**src/rtl/game_pkg.sv**
```systemverilog
// Shared definitions for the lights-out game: status codes, preset boards and
// the press toggle pattern.
package game_pkg;

  localparam logic [1:0] CHOSE_BOARD  = 2'b00;
  localparam logic [1:0] GAMING       = 2'b01;
  localparam logic [1:0] GAME_INITIAL = 2'b10;
  localparam logic [1:0] WINNED       = 2'b11;

  typedef enum logic [1:0] {StIdle, StPlay, StDone} move_state_e;

  function automatic logic [15:0] preset(input logic [1:0] sel);
    logic [15:0] p;
    case (sel)
      2'd0:    p = 16'h0013;
      2'd1:    p = 16'h0272;
      2'd2:    p = 16'hFFFF;
      default: p = 16'h8421;
    endcase
    return p;
  endfunction

  // Cursor cell plus on-board orthogonal neighbours; edges do not wrap.
  function automatic logic [15:0] toggle_mask(input logic [1:0] row, input logic [1:0] col);
    logic [15:0] m;
    m = '0;
    m[{row, col}] = 1'b1;
    if (row != 2'd0) m[{row - 2'd1, col}] = 1'b1;
    if (row != 2'd3) m[{row + 2'd1, col}] = 1'b1;
    if (col != 2'd0) m[{row, col - 2'd1}] = 1'b1;
    if (col != 2'd3) m[{row, col + 2'd1}] = 1'b1;
    return m;
  endfunction

endpackage

```
**src/rtl/btn_edge.sv**
```systemverilog
// Synchronises one asynchronous level button and emits a single-cycle pulse
// on each rising edge.
module btn_edge
  import game_pkg::*;
#(
  parameter int BTN_SYNC = 2
) (
  input  logic clk_d,
  input  logic rst,
  input  logic btn,
  output logic pulse
);

  logic [BTN_SYNC-1:0] sync;
  logic                hist;

  always_ff @(posedge clk_d or posedge rst) begin
    if (rst) begin
      sync <= '0;
      hist <= 1'b0;
    end else begin
      sync[0] <= btn;
      for (int i = 1; i < BTN_SYNC; i++) sync[i] <= sync[i-1];
      hist <= sync[BTN_SYNC-1];
    end
  end

  assign pulse = sync[BTN_SYNC-1] & ~hist;

endmodule

```
**src/rtl/move_engine.sv**
```systemverilog
// Lights-out board engine: loads presets while a board is chosen, applies
// cursor moves and presses during play, and flags a solved board.
module move_engine
  import game_pkg::*;
#(
  parameter int ROWS     = 4,
  parameter int COLS     = 4,
  parameter int BTN_SYNC = 2
) (
  input  logic                      clk_d,
  input  logic                      rst,
  input  logic [1:0]                game_status,
  input  logic [1:0]                board_sel,
  input  logic                      btn_up,
  input  logic                      btn_down,
  input  logic                      btn_left,
  input  logic                      btn_right,
  input  logic                      btn_press,
  output logic [ROWS*COLS-1:0]      board,
  output logic [$clog2(ROWS)-1:0]   cursor_row,
  output logic [$clog2(COLS)-1:0]   cursor_col,
  output logic                      active,
  output logic                      win_flag
);

  // Bit order doubles as priority: press, up, down, left, right.
  logic [4:0] btns;
  logic [4:0] pulses;
  assign btns = {btn_right, btn_left, btn_down, btn_up, btn_press};

  for (genvar g = 0; g < 5; g++) begin : g_btn
    btn_edge #(
      .BTN_SYNC(BTN_SYNC)
    ) u_btn_edge (
      .clk_d(clk_d),
      .rst  (rst),
      .btn  (btns[g]),
      .pulse(pulses[g])
    );
  end

  move_state_e       state;
  logic [15:0]       press_board;

  always_comb begin
    press_board = board ^ toggle_mask(cursor_row, cursor_col);
  end

  always_ff @(posedge clk_d or posedge rst) begin
    if (rst) begin
      state      <= StIdle;
      board      <= '0;
      cursor_row <= '0;
      cursor_col <= '0;
      active     <= 1'b0;
      win_flag   <= 1'b0;
    end else begin
      active <= 1'b0;
      if (game_status == CHOSE_BOARD) begin
        // Board selection overrides any pending button action.
        state      <= StIdle;
        board      <= preset(board_sel);
        cursor_row <= '0;
        cursor_col <= '0;
        win_flag   <= 1'b0;
      end else begin
        case (state)
          StIdle: begin
            board      <= preset(board_sel);
            cursor_row <= '0;
            cursor_col <= '0;
            win_flag   <= 1'b0;
            if (game_status != WINNED) state <= StPlay;
          end
          StPlay: begin
            if (pulses[0]) begin
              board  <= press_board;
              active <= 1'b1;
              if (press_board == '0) begin
                win_flag <= 1'b1;
                state    <= StDone;
              end
            end else if (pulses[1]) begin
              cursor_row <= cursor_row - 2'd1;
            end else if (pulses[2]) begin
              cursor_row <= cursor_row + 2'd1;
            end else if (pulses[3]) begin
              cursor_col <= cursor_col - 2'd1;
            end else if (pulses[4]) begin
              cursor_col <= cursor_col + 2'd1;
            end
          end
          default: ;
        endcase
      end
    end
  end

endmodule

```
**config.mk**
```make
export PLATFORM = sky130hd
export DESIGN_NAME = move_engine
export DESIGN_NICKNAME = d
export VERILOG_FILES = /design/src/rtl/game_pkg.sv /design/src/rtl/btn_edge.sv /design/src/rtl/move_engine.sv
export SDC_FILE = /design/constraint.sdc
export NUM_CORES = 1
export LEC_CHECK = 0
export ABC_CLOCK_PERIOD_IN_PS = 3400
export BUFFER_PORTS_ARGS = -buffer_cell sky130_fd_sc_hd__buf_2
export CORE_MARGIN = 2
export CORE_UTILIZATION = 47
export DETAILED_ROUTE_END_ITERATION = 16
export PLACE_DENSITY_LB_ADDON = 0.05
export RECOVER_POWER = 100
export SYNTH_ARGS = -nofsm -noshare
export SYNTH_HDL_FRONTEND = slang
export SYNTH_SLANG_ARGS = --single-unit
```
**constraint.sdc**
```tcl
create_clock -name clk_d -period 3.4 [get_ports clk_d]
set_clock_uncertainty 0.05 [all_clocks]
set_input_delay 0.68 -clock clk_d [delete_from_list [all_inputs] [get_ports clk_d]]
set_output_delay 0.68 -clock clk_d [all_outputs]
set_load 0.01 [all_outputs]
```
=== Word level (Yosys, flattened, before mapping) ===
Index checks and enable logic that the tools add are counted.

* Logic and storage cells: 118
* Flip-flop bits (word level): 39
* Output and inout port bits: 22
* Input port bits: 11

* Bitwise logic cells: 15
* $add $sub $neg: 4
* Reductions and logical operators: 17
* Multiplexer cells: 42
* Order comparisons: 10
* Equal/unequal tests: 14

{| class="wikitable"
|+ Operator list
! kind !! count
|-
| 16-bit 2-to-1 mux || 6
|-
| 16-bit OR || 4
|-
| 16-bit case mux with 3 select lines || 1
|-
| 16-bit case mux with 2 select lines || 1
|-
| 2-bit 2-to-1 mux || 14
|-
| 4-bit by 5-bit < comparator with 1-bit output, second input constant || 5
|-
| 1-bit demux with 4-bit select || 5
|-
| 4-bit by 1-bit greater-or-equal comparator with 1-bit output, second input constant || 5
|-
| 16-bit logical NOT || 1
|-
| 16-bit XOR || 1
|-
| 3-bit != test, second input constant || 5
|-
| 2-bit case mux with 2 select lines || 3
|-
| 1-bit 2-to-1 mux || 11
|-
| 4-bit by 2-bit != test with 1-bit output, second input constant || 2
|-
| 2-bit logical NOT || 3
|-
| 2-bit != test, second input constant || 3
|-
| 3-bit AND reduction || 2
|-
| 1-bit bitwise AND || 5
|-
| 1-bit logical AND || 5
|-
| 1-bit NOT || 5
|-
| 5-bit AND reduction || 1
|-
| 2-bit by 1-bit adder with 2-bit output, second input constant || 2
|-
| 2-bit by 1-bit == test with 1-bit output, second input constant || 2
|-
| 4-bit AND reduction || 1
|-
| 7 further kinds || 9
|}

=== Longest topological paths before layout ===
Gate-level depths: netlist of run 1.

* Depth after elaboration: 19
* Gate-level depth with buffers: 10
* Depth with buffers taken out: 9

=== By module ===
A second synthesis of run 1 with hierarchy kept.

* Cell total of the unflattened synthesis: 255
* Area, all modules: 2382.3 µm²

{| class="wikitable"
|+ By module, submodules not included
! module !! area each (µm²) !! instances !! sequential area each (µm²) !! cells an instance
|-
| move_engine || 1919.3 || 1 || 600.6 || 230
|-
| btn_edge || 92.6 || 5 || 75.1 || 5
|}

=== Least setup slack after synthesis of run 1 ===
No wires, ideal clock.

* Path kind: register to register
* Start: register cursor_col[0]
* End: register state[0]
* Data required time: 3.263 ns
* Slack: 0.796 ns
* Cell stages (with the launch flop): 10
* Data arrival time: 2.467 ns
* Cell sequence: dfrtp_1 -> inv_1 -> ha_1 -> nor2b_1 -> or3_4 -> a22o_1 -> xor2_1 -> nor4_2 -> a311oi_1 -> a211oi_2

* Cells in the longest elaborated chain, start to end: 16
* Elaborated cells on any way between the ends: 41
* Classes of those cells: add/sub: 2; order compare: 10; eq/ne: 2; mux: 14; bitwise: 5; reduce/logical: 8

{| class="wikitable"
|+ Ends and longest elaborated chain
! what !! RTL line !! text
|-
| start, declared || move_engine.sv:21 || <nowiki>output logic [$clog2(COLS)-1:0] cursor_col,</nowiki>
|-
| start signal, assigned || move_engine.sv:88 || <nowiki>cursor_col <= cursor_col - 2'd1;</nowiki>
|-
| start signal, assigned || move_engine.sv:90 || <nowiki>cursor_col <= cursor_col + 2'd1;</nowiki>
|-
| 4-bit by 5-bit < comparator with 1-bit output (not written as such) (tied with other cells) || game_pkg.sv:27 || <nowiki>m[{row, col}] = 1'b1;</nowiki>
|-
| 1-bit logical AND (on tied branches) || game_pkg.sv:27, game_pkg.sv:28 ||
|-
| 1-bit 2-to-1 mux (on tied branches) || game_pkg.sv:27, game_pkg.sv:28 ||
|-
| 1-bit demux with 4-bit select (on tied branches) || game_pkg.sv:27, game_pkg.sv:28 ||
|-
| 16-bit OR (no source line) || n/a ||
|-
| 16-bit 2-to-1 mux || game_pkg.sv:28 || <nowiki>if (row != 2'd0) m[{row - 2'd1, col}] = 1'b1;</nowiki>
|-
| 16-bit OR (no source line) || n/a ||
|-
| 16-bit 2-to-1 mux || game_pkg.sv:29 || <nowiki>if (row != 2'd3) m[{row + 2'd1, col}] = 1'b1;</nowiki>
|-
| 16-bit OR (no source line) || n/a ||
|-
| 16-bit 2-to-1 mux || game_pkg.sv:30 || <nowiki>if (col != 2'd0) m[{row, col - 2'd1}] = 1'b1;</nowiki>
|-
| 16-bit OR (no source line) || n/a ||
|-
| 16-bit 2-to-1 mux (*) || game_pkg.sv:31 || <nowiki>if (col != 2'd3) m[{row, col + 2'd1}] = 1'b1;</nowiki>
|-
| 16-bit XOR (*) || move_engine.sv:46 || <nowiki>press_board = board ^ toggle_mask(cursor_row, cursor_col);</nowiki>
|-
| 16-bit logical NOT (*) || move_engine.sv:79 || <nowiki>if (press_board == '0) begin</nowiki>
|-
| 3-bit != test (no source line) (*) || n/a ||
|-
| 4-bit AND reduction (no source line) (*) || n/a ||
|-
| end signal, assigned || move_engine.sv:51 || <nowiki>state <= StIdle;</nowiki>
|-
| end signal, assigned || move_engine.sv:61 || <nowiki>state <= StIdle;</nowiki>
|-
| end signal, assigned || move_engine.sv:81 || <nowiki>state <= StDone;</nowiki>
|-
| end, declared || move_engine.sv:42 || <nowiki>move_state_e state;</nowiki>
|}

Every way passes the cells marked *; elsewhere a longest branch is shown, timed or not.
A chain may end at the register's enable or synchronous reset.

=== Final worst setup path of run 1 ===
Same ends and word-level chain as after synthesis.

==> out/qor.txt, run 1 <==
Status: finished with violations
Failing checks: max-capacitance violations, max-slew violations
Die height: 76.5 microns
Synth area leaders: dfrtp_1 (40%), ha_1 (9.6%), o21ai_0 (4.5%)
Largest net degree at the start of global routing: 40
Relative slew slack: -37.1%
Unrepaired setup endpoints after global routing: false
IO Pins: 33
Cts hold-fix bufs: 0
WL/cell: 14.9 microns
Worst-Margin Slew: 2.06 ns
Share of post-route cells with drive strength above 1: 8.72%
Power per standard cell area: 715 mW/mm^2
Synthesized flop and latch total: 39
Post-synth cell types: 42
Fill cells: 505
TritonRoute pass-1 iters: 4
Initial Util: 48.7%
Sequential-to-total area share from yosys stat: 39.5%
Placer congestion estimate: 0.886
DRT antenna net count: 0
Post-synth top area share: 39.5%
WHS: 0.296 ns
Skew-Pair Late Insertion Delay: 0.30 ns
Type of origin of the critical path: flip-flop
DR iter-0 viols: 47
Total GRT Usage: 20.1%
Die area: 0.00585 sq mm
Hold Startpoint: g_btn[2].u_btn_edge.sync[0]$_DFF_PP0_
R2r startpoint: cursor_col[0]$_DFFE_PP0P_
First-pass GRT wire length: 9310 microns
Avg Cell Area, Syn: 9.39 sq um
Mapped cell area: 0.00247 sq mm
Fin crit share: 84.2%
Post-Syn Nets: 293
TritonCTS Sinks: 39
HP Class: reg2reg
Final hold vios: 0
Fin nets: 327
IO Port Bufs: 32
Crit Path Max Fanout: 8
Util after Layout: 54.6%
Clock slew at reported path FFs: 0.09 ns
Crit end category: flip-flop
Post-synth ARST share: 100%
Most common cell in the synthesized netlist: dfrtp_1
Postcts setup bufs: 0
Cells after DPL: 360
DP HPWL: 4120 microns
Total power: 1.98 mW
Post_cts resized: 0
Synth-to-Final Area Change: 12.2%
CTS tree: done
Critical Path Start: cursor_col[0]$_DFFE_PP0P_
Setup_tns: 0 ns
Initial antenna violation count: 0
VDD IR max: 0.390 mV
Cells after Synth: 263
Maximum clock frequency: 349 MHz
Leak: 1.25 nW
Post-synth EDFFs: 0
Placement row count: 26
Max-cap check violation count: 1
Setup CP Type: reg2reg
Vias: 1998
Largest area contributor in the netlist: dfrtp_1
Max Root-Sink Buffers: 2
N_diodes: 0
Die Wd: 76.5 microns
Grt total ovfl: 0
Vias per cell: 5.43
Post-synth top flop: dfrtp_1
CTS Buf Count: 5
# H-tree levels: 2
Post-route insts no fill: 368
Vias in the first global route: 1895
Critical path arrival: 3.03 ns
Final worst path period need: 2.86 ns
CTS root buf: clkbuf_8
Final setup fails: 0
Drt total wl: 5490 microns
Synth cell count leaders: dfrtp_1 (39), o21ai_0 (22), ha_1 (19), a21oi_1 (18), nand2_1 (18)
DRC: 0
CP required: 3.56 ns
CORE AREA: 0.00507 sq mm
Synth Warn #: 0
Final Max Tran Viols: 40
==> cell type report <==
cell class | instances | area (sq um) | area share [%]
Sequential cell | 39 | 976 | 35.2
Multi-Input combinational cell | 199 | 1380 | 49.7
Timing Repair Buffer | 36 | 154 | 5.56
Tap cell | 70 | 87.6 | 3.16
Clock inverter | 3 | 46.3 | 1.67
Inverter | 16 | 60.1 | 2.17
Clock buffer | 5 | 68.8 | 2.48
==> final timing paths <==
check	end	slack [ns]	depth (start not counted)
max in group asynchronous	board[14]$_DFFE_PP0P_	1.04	3
min in group asynchronous	g_btn[2].u_btn_edge.sync[1]$_DFF_PP0_	1.06	3
worst min register to register	g_btn[2].u_btn_edge.sync[1]$_DFF_PP0_	0.30	0
worst max-delay path	state[0]$_DFFE_PP0P_	0.54	9
worst min-delay path	g_btn[2].u_btn_edge.sync[1]$_DFF_PP0_	0.30	0
worst max register to register	state[0]$_DFFE_PP0P_	0.54	9
==> flip-flops by register name, summed over array words and instances, names as in the netlist <==
register and flops:
win_flag 1, board 16, state 2, g_btn.u_btn_edge.sync 10, cursor_row 2, active 1
cursor_col 2, g_btn.u_btn_edge.hist 5
==> report_power, final <==
group / internal (mW) / switching [mW] / leakage [nW]
registers: 0.555 / 0.109 / 0.468
logic: 0.384 / 0.532 / 0.725
clock network: 0.221 / 0.181 / 0.0548
==> stage by stage <==
step / instance area (sq um) / worst slack (ns)
after floorplan: 2470 / 0.796
after global placement: 2710 / 0.666
after detailed placement: 2710 / 0.602
after CTS: 2830 / 0.544
after global routing: 2770 / 0.326
final: 2770 / 0.539
==> cells in the final DEF (no fill, tap or decap), types with 6 or more instances in the layout <==
cell type   n
nor2b_1    15
a21o_1      8
nand2_1    18
nor2_1     14
clkbuf_1   25
xor2_1      6
ha_1       19
a22o_1      7
a31oi_1     6
o21ai_0    25
dfrtp_1    39
buf_2       9
inv_1      16
a21oi_1    18
xnor2_1     9
o22a_1      6
==> logic make-up after synthesis <==
group | after synthesis | synth area share [%]
AND/OR/NAND/NOR | 70 | 15.7
buffers and inverters | 25 | 3.90
flip-flops | 39 | 39.5
XOR/XNOR | 15 | 5.32
adder cells (fa/ha/maj) | 19 | 9.63
AO/OA/AOI/OAI | 95 | 25.9
==> critical path: stages, from the launching register on <==
cell and delay, ns:
dfrtp_1 0.49, inv_1 0.14, ha_1 0.32, nor2b_1 0.20, o31ai_1 0.42, and3b_1 0.22, o2111ai_1 0.18, nor4_2 0.35
a311oi_1 0.19, a211oi_2 0.21
==> metal layers <==
layer	track usage (%)	vias up	share of wire (%)
met5	0	-	0
met3	4.38	7	3.4
met2	31.9	34	46
li1	-	1008	-
met1	27.8	949	50
met4	5.45	0	1.1
Note: power is estimated with default switching activity, not from simulation.
==> run 2: changes to the inputs <==
ABC_CLOCK_PERIOD_IN_PS = 2300   (was 3400)
clock period = 2.3 ns   (was 3.4 ns; I/O delays follow)
==> run 2 against run 1 <==
  * The run ends with negative setup slack left
  * Cell count increased by 16%
  * Die area stayed put
  * Fmax grew 13%
  * Critical path depth rose by 1
  * Sequential cell count stayed put
  * Sequential share of layout area shrank 7.1 points
  * Register-to-register slack worse by 0.77 ns
  * Routed wire length up 15%
  * Clock-buffer cell count is 1 higher
  * Via count grew 13%
  * Combinational power grew 140%
  * First-iteration DRC count grew 110%
  * Critical endpoint unchanged
  * Largest power group unchanged
==> out/qor.txt, run 2 (synthesis gave the netlist of run 1 again) <==
Maximum clock frequency: 394 MHz
Synth-to-Final Area Change: 41.2%
Worst slack at placement: -0.255 ns
N_diodes: 0
Top Registers: board: 16 flops, g_btn.u_btn_edge.sync: 10 flops, g_btn.u_btn_edge.hist: 5 flops
Leak: 1.60 nW
Vias in the first global route: 2165
TritonRoute pass-1 iters: 5
Total GRT Usage: 21.6%
Share of post-route cells with drive strength above 1: 34.0%
DRC: 0
CTS root buf: clkbuf_8
Reg power frac: 25.6%
DR iter-0 viols: 101
Die area: 0.00585 sq mm
DP Area: 0.00307 sq mm
TritonCTS Sinks: 39
Hold depth: 1
CTS Buf Count: 5
Skew-Pair Late Insertion Delay: 0.29 ns
Met2 Usage GRT: 36.3%
DP HPWL: 4470 microns
First-pass GRT wire length: 10200 microns
R2R depth: 10
Relative slew slack: 27.4%
Max-cap check violation count: 0
DRT antenna net count: 0
Critical path arrival: 2.66 ns
Max reg flops: 16
Most common cell after layout, fill and taps aside: buf_4
HP Class: in2reg
Hold Startpoint: btn_down
Placement row count: 26
Crit Path Max Fanout: 5
Vias: 2261
Max Root-Sink Buffers: 2
IO Port Bufs: 32
Failing checks: negative setup slack
Hold Path Sink: g_btn[2].u_btn_edge.sync[0]$_DFF_PP0_
Final setup fails: 3
Initial Util: 48.7%
CORE AREA: 0.00507 sq mm
Die Wd: 76.5 microns
Setup CP Type: reg2reg
Reg2Reg Capture Point: state[0]$_DFFE_PP0P_
Post-route cell area: 0.00349 sq mm
Crit end category: flip-flop
IO Pins: 33
P_int: 2.38 mW
R2r startpoint: cursor_col[0]$_DFFE_PP0P_
# H-tree levels: 2
Most Crowded Layer GR: met2
Met1 usage: 28.1%
Largest Register: board
Most frequent cells in the layout: buf_4 (57), dfrtp_1 (36), o21ai_0 (23), clkbuf_1 (20), nand2_1 (18)
Total power: 3.88 mW
Final Max Tran Viols: 0
Final worst path period need: 2.54 ns
CP required: 2.43 ns
Setup_tns: -0.597 ns
Cells after DPL: 403
R2R Setup Slk: -0.24 ns
Worst setup margin: -0.236 ns
CTS tree: done
WL/cell: 14.9 microns
Comb pwr share: 56.9%
Fin nets: 385
Vias per cell: 5.31
Placer congestion estimate: 0.894
Cts hold-fix bufs: 0
Largest net degree at the start of global routing: 40
Unrepaired setup endpoints after global routing: true
Switching Share: 38.5%
Initial antenna violation count: 0
Worst-Margin Slew: 1.08 ns
Fin crit share: 110%
Power per standard cell area: 1110 mW/mm^2
Grt total ovfl: 0
Met3 usage: 3.08%
Clock power share: 17.5%
Status: finished with violations
Drt total wl: 6340 microns
Type of origin of the critical path: flip-flop
NetSw: 1.49 mW
Final hold vios: 0
VDD IR max: 0.580 mV
Post-route insts no fill: 426
Clock slew at reported path FFs: 0.08 ns
Die height: 76.5 microns
==> run 2: changes by cell type in the layout (fill, tap and decap cells not counted), sizes merged <==
cell / change
clkbuf: -3
buf: +62
clkinv: +1
bufinv: +1
clkinvlp: -1
inv: -2
==> run 2: layer usage <==
layer	up-vias	share of wire, %
met1	1090	46
met5	-	0
met4	0	1.8
li1	1116	-
met2	46	49
met3	9	3.1
==> run 2: worst max-delay path by stage <==
stage,slack (ns),depth (start not counted),from,end
detailed placement,-0.26,9,cursor_col[0]$_DFFE_PP0P_,state[0]$_DFFE_PP0P_
CTS,-0.18,9,cursor_col[1]$_DFFE_PP0P_,state[0]$_DFFE_PP0P_
finish,-0.24,10,cursor_col[0]$_DFFE_PP0P_,state[0]$_DFFE_PP0P_
global placement,-0.20,9,cursor_col[1]$_DFFE_PP0P_,state[0]$_DFFE_PP0P_
floorplan,-0.09,9,cursor_col[1]$_DFFE_PP0P_,state[0]$_DFFE_PP0P_
global route,-0.30,10,cursor_col[0]$_DFFE_PP0P_,state[0]$_DFFE_PP0P_
==> run 2: repair_timing <==
action,CTS,global route
pin swaps,8,13
gates cloned,0,0
gates resized for setup,5,29
setup endpoints to repair,3,3
buffers inserted,3,12
==> run 2: cell type report <==
cell class	count	area (sq um)
Multi-Input combinational cell	199	1620
Tap cell	70	87.6
Sequential cell	39	980
Fill cell	418	1590
Clock buffer	6	72.6
Inverter	16	67.6
Clock inverter	2	60.1
Timing Repair Buffer	94	604
==> run 2: power groups by stage <==
stage | sequential, mW | clock, mW | combinational [mW]
after floorplan | 1.03 | 0 | 1.03
after global placement | 0.991 | 0 | 1.80
after detailed placement | 1.00 | 0 | 1.81
after CTS | 0.986 | 0.693 | 1.89
after global routing | 1.02 | 0.720 | 2.38
final | 0.993 | 0.678 | 2.21
==> run 2: critical path: stages, from the launching register on <==
cell and delay, ns:
dfrtp_2 0.45, clkinv_4 0.09, buf_4 0.12, ha_4 0.18
nor2b_4 0.05, or3_4 0.36, a22o_4 0.31, xnor2_4 0.16
nor4_4 0.36, a41o_1 0.23, a211oi_2 0.07
==> run 2: per-stage QoR <==
| step | util, % | hold WS (ns) |
|---|---|---|
| final | 68.7 | 0.223 |
| after global routing | 68.7 | 0.210 |
| after CTS | 64.2 | 0.220 |
| after detailed placement | 60.6 | 0.285 |
| after global placement | 60.6 | 0.284 |
| after floorplan | - | 0.281 |
